### src/rtl/seq_player.sv
// Plays the first round_len+1 colours of the sequence ROM on four LEDs with a dark gap between steps.
// Optional SEQ_PLAYER_ONEHOT_CHECK_EN adds a sticky err flag for non-one-hot ROM colours.
module seq_player #(
   parameter int ON_CYCLES  = 4,
   parameter int OFF_CYCLES = 2,
   parameter int ADDR_W     = 4
) (
   input  logic              clk,
   input  logic              rst,
   input  logic              start,
   input  logic              abort,
   input  logic [ADDR_W-1:0] round_len,
   output logic [ADDR_W-1:0] rom_addr,
   input  logic [3:0]        rom_data,
   output logic [3:0]        leds,
   output logic              busy,
   output logic              done,
`ifdef SEQ_PLAYER_ONEHOT_CHECK_EN
   output logic              err,
`endif
   output logic [1:0]        state_dbg
);

   localparam int MAX_CYC = (ON_CYCLES > OFF_CYCLES) ? ON_CYCLES : OFF_CYCLES;
   localparam int TW      = (MAX_CYC > 1) ? $clog2(MAX_CYC) : 1;

   typedef enum logic [1:0] {
      IDLE = 2'd0,
      SHOW = 2'd1,
      GAP  = 2'd2
   } state_t;

   state_t            state, state_n;
   logic [ADDR_W-1:0] addr_n;
   logic [ADDR_W-1:0] last_idx, last_n;
   logic [3:0]        leds_n;
   logic [TW-1:0]     timer, timer_n;
   logic              done_n;
   logic              bad_colour;

   assign bad_colour = (rom_data == 4'd0) || ((rom_data & (rom_data - 4'd1)) != 4'd0);

`ifdef SEQ_PLAYER_ONEHOT_CHECK_EN
   logic err_n;
`endif

   always_ff @(posedge clk) begin
      if (rst) begin
         state    <= IDLE;
         rom_addr <= '0;
         leds     <= 4'd0;
         timer    <= '0;
         last_idx <= '0;
         done     <= 1'b0;
`ifdef SEQ_PLAYER_ONEHOT_CHECK_EN
         err      <= 1'b0;
`endif
      end else begin
         state    <= state_n;
         rom_addr <= addr_n;
         leds     <= leds_n;
         timer    <= timer_n;
         last_idx <= last_n;
         done     <= done_n;
`ifdef SEQ_PLAYER_ONEHOT_CHECK_EN
         err      <= err_n;
`endif
      end
   end

   // Handshake: start is accepted only in a cycle where busy is low; done pulses once per completed playback.
   always_comb begin
      state_n = state;
      addr_n  = rom_addr;
      leds_n  = leds;
      timer_n = timer;
      last_n  = last_idx;
      done_n  = 1'b0;
`ifdef SEQ_PLAYER_ONEHOT_CHECK_EN
      err_n   = err;
`endif
      unique case (state)
         IDLE: begin
            addr_n  = '0;
            leds_n  = 4'd0;
            timer_n = '0;
            if (start) begin
               state_n = SHOW;
               last_n  = round_len;
               leds_n  = rom_data;
`ifdef SEQ_PLAYER_ONEHOT_CHECK_EN
               err_n   = bad_colour;
`endif
            end
         end
         SHOW: begin
            if (abort) begin
               state_n = IDLE;
               leds_n  = 4'd0;
               addr_n  = '0;
               timer_n = '0;
            end else if (timer == TW'(ON_CYCLES - 1)) begin
               leds_n  = 4'd0;
               timer_n = '0;
               if (rom_addr == last_idx) begin
                  state_n = IDLE;
                  addr_n  = '0;
                  done_n  = 1'b1;
               end else begin
                  state_n = GAP;
                  addr_n  = rom_addr + ADDR_W'(1);
               end
            end else begin
               timer_n = timer + TW'(1);
            end
         end
         GAP: begin
            // The address was advanced on entry, so rom_data already holds the next colour.
            if (abort) begin
               state_n = IDLE;
               leds_n  = 4'd0;
               addr_n  = '0;
               timer_n = '0;
            end else if (timer == TW'(OFF_CYCLES - 1)) begin
               state_n = SHOW;
               leds_n  = rom_data;
               timer_n = '0;
`ifdef SEQ_PLAYER_ONEHOT_CHECK_EN
               err_n   = err | bad_colour;
`endif
            end else begin
               timer_n = timer + TW'(1);
            end
         end
         default: begin
            state_n = IDLE;
            addr_n  = '0;
            leds_n  = 4'd0;
            timer_n = '0;
         end
      endcase
   end

   assign busy      = (state != IDLE);
   assign state_dbg = state;

`ifndef SEQ_PLAYER_ONEHOT_CHECK_EN
   logic unused_ok;
   assign unused_ok = bad_colour;
`endif

endmodule
### config.mk
export PLATFORM = sky130hd
export DESIGN_NAME = seq_player
export DESIGN_NICKNAME = d
export VERILOG_FILES = /design/src/rtl/seq_player.sv
export SDC_FILE = /design/constraint.sdc
export NUM_CORES = 1
export LEC_CHECK = 0
export BUFFER_PORTS_ARGS = -buffer_cell sky130_fd_sc_hd__clkbuf_2
export CAP_MARGIN = 5
export CELL_PAD_IN_SITES_DETAIL_PLACEMENT = 0
export CELL_PAD_IN_SITES_GLOBAL_PLACEMENT = 1
export CORE_MARGIN = 5
export CORE_UTILIZATION = 25
export DETAILED_ROUTE_END_ITERATION = 16
export GPL_TIMING_DRIVEN = 0
export PLACE_DENSITY = 0.56
export SLEW_MARGIN = 0
export SYNTH_ARGS = -nofsm -noshare
export SYNTH_HDL_FRONTEND = slang
export SYNTH_SLANG_ARGS = --single-unit
### constraint.sdc
create_clock -name clk -period 1.6 [get_ports clk]
set_input_delay 0.16 -clock clk [delete_from_list [all_inputs] [get_ports clk]]
set_output_delay 0.16 -clock clk [all_outputs]
set_load 0.1 [all_outputs]
==> run metrics <==
commonest cells in the netlist=17 x dfxtp_1, 12 x a21oi_1, 11 x nand2_1, 10 x nand3_1; Synth top area share=39.4%; GR Util All Layers=10.0%; CP max stage delay=0.39 ns; Die Y=68.8 um; xor and xnor area share after synthesis=5.07%; critical path depth=4; R2R depth=5; Max-cap violations=0; placed cells=172; post-synthesis adder-cell area fraction=11.6%; Tightest Pin Transition=0.544 ns; setup_tns=0 ns; worst path bufs/invs=3; synthesized instance count=103; DRC errors left=0; # port buffers=23; Clock Sink Count=17; status=finished clean; Worst Path Required=1.44 ns; # IOs=24; worst path cell trace=inv_4 -> ha_4 -> clkinvlp_4 -> clkbuf_4; # hold bufs at CTS=0; HP Class=input port to flop; Top FF cell, synth=dfxtp_1; Nets=151; Mapped Area=865 um^2; Vias/cell=4.30; die span in x=68.8 um; largest net degree at the start of global routing=11; critical path's top delay family=buffers and inverters; clk slew on worst S/H paths=0.10 ns; Fmax=670 MHz; Yosys top cell by area=dfxtp_1; Iter 0 DRT Violations=45; share of cells above drive strength 1=35.4%; Avg Cell Area, Syn=8.39 um^2; Bufs on Longest Clock Path=2; drt wl/cell=11.6 um; Syn. warnings=0; Final min period=1.49 ns; via count=756; top cells by area, synth=dfxtp_1 39%, ha_1 12%, a21oi_1 6.9%; Post-synth EDFFs=0; dpl hpwl=1610 um; final WL=2030 um; Async S/R FF share, synth=0%; crit path max fanout=7; Max-slew headroom=63.9%; Synth Register Bits=17; CTS tree=built; Synth Area in Compound Gates=15.6%; row count=21; CP arrival=1.33 ns; Lkg Pwr=0.448 nW; VDD IR max=0.000515 V; largest family of logic cells by synthesized area=simple AND/OR/NAND/NOR gates; final std cells w/o fill=176; FF/Latch Area=353 um^2; Post-Route Skew=0.00326 ns; synthesis-to-finish area growth=29.5%; post-synthesis mux area share=1.16%; most common cell in the synthesized netlist=dfxtp_1; DRT antenna net count=0; Power Density=999 nW/um^2; Fin Hold WS=0.0875 ns; drt pass-1 iters=4; CP max-delay cell=dfxtp_4; final hold vios=0; Finished Cell Area=1120 um^2; crit end category=output pin; gpl congestion=0.713; Mapped Nets=123; Area after DPL=1080 um^2; Initial Utilization=25.9%; Core Area=3340 um^2; H-Tree Depth=1; gr ovfl total=0; sequential area share after synthesis=39.4%; first-pass GRT wire length=3480 um; simple logic cell fraction of the synthesized area=22.9%; initial antenna violation count=0; die area=4730 um^2; area of the multi-input gates=518 um^2; Startpoint Class=flop; clock root cell=clkbuf_4; Crit Path Class=flop to output pin; fillers=379; vias in the first global route=774; worst skew pair latency=0.29 ns; number of antenna diodes=0; Num CTS Buffers=3; final setup fails=0; Netlist cell types=25; Final Slew Violations=0; Final period util=93.3%; hold path depth=3; RSZ-0062 raised after global routing=no
[sequential cells by signal (all words and copies together) (netlist names)]
| register | count |
|---|---|
| done | 1 |
| last_idx | 4 |
| leds | 4 |
| rom_addr | 4 |
| state_dbg | 2 |
| timer | 2 |
[path summary, 6_finish.rpt]
check                                   from           end  slack (ns)
worst max-delay path            state_dbg[0]          busy        0.11
worst min register to register       leds[0]       leds[0]        0.46
worst max register to register      timer[0]  state_dbg[1]        0.16
worst min-delay path            round_len[2]   last_idx[2]        0.09
[metal layers]
metal  share of wire [%]  routed length (um)  GRT usage, %
met5                   0                   0             0
met4                0.79                  16          2.92
met3                 5.0                 102          3.73
met2                  45                 917          15.9
met1                  49                 996          12.7
[tightest hold or removal path, cell delays in order]
cell	delay, ns
clkbuf_2	0.08
nand3_1	0.05
a21oi_1	0.05
[layout by cell type, fill, tap and decap left out, types with 3 or more instances in the layout]
| master | count |
|---|---|
| nand3_1 | 10 |
| a21oi_1 | 11 |
| clkbuf_2 | 22 |
| o21ai_0 | 3 |
| nor2_1 | 7 |
| dfxtp_1 | 11 |
| dfxtp_2 | 4 |
| nand2b_1 | 4 |
| clkbuf_4 | 4 |
| ha_1 | 5 |
| xnor2_1 | 4 |
| nand2_1 | 11 |
| inv_1 | 5 |
[per-stage QoR]
stage                     total power (W)  setup slack [ns]  utilization, %
final                             0.00112             0.107            33.6
after CTS                         0.00113            0.0447            33.2
after global routing              0.00119           0.00184            33.6
after detailed placement         0.000885            0.0975            32.3
after floorplan                  0.000803           -0.0970               -
after global placement           0.000883            0.0796            32.3
[power breakdown]
part | switching [W] | leakage, nW | internal, W
Clock | 0.000142 | 0.0177 | 0.0000931
Sequential | 0.0000252 | 0.142 | 0.000450
Combinational | 0.000296 | 0.289 | 0.000111
[repair_timing]
item,4_1_cts,5_1_grt
hold endpoints to repair,0,0
resized for setup,1,3
setup endpoints to repair,1,3
pin swaps,0,1
setup buffers,0,0
cloned,0,0
[final cells by class]
| cell class | instances | area share (%) |
|---|---|---|
| Clock inverter | 1 | 0.447 |
| Buffer | 1 | 0.335 |
| Multi-Input combinational cell | 76 | 46.3 |
| Sequential cell | 17 | 31.5 |
| Clock buffer | 3 | 2.01 |
| Timing Repair Buffer | 23 | 10.5 |
| Tap cell | 46 | 5.14 |
| Inverter | 9 | 3.80 |
[logic make-up (layout without fill, tap and decap cells)]
group / count (synthesis) / in the layout
adder cells (fa/ha/maj): 8 / 8
XOR/XNOR: 5 / 5
multiplexers: 1 / 1
buffers and inverters: 10 / 37
flip-flops: 17 / 17
AO/OA/AOI/OAI: 21 / 21
AND/OR/NAND/NOR: 41 / 41
(Power assumes the default switching activity.)
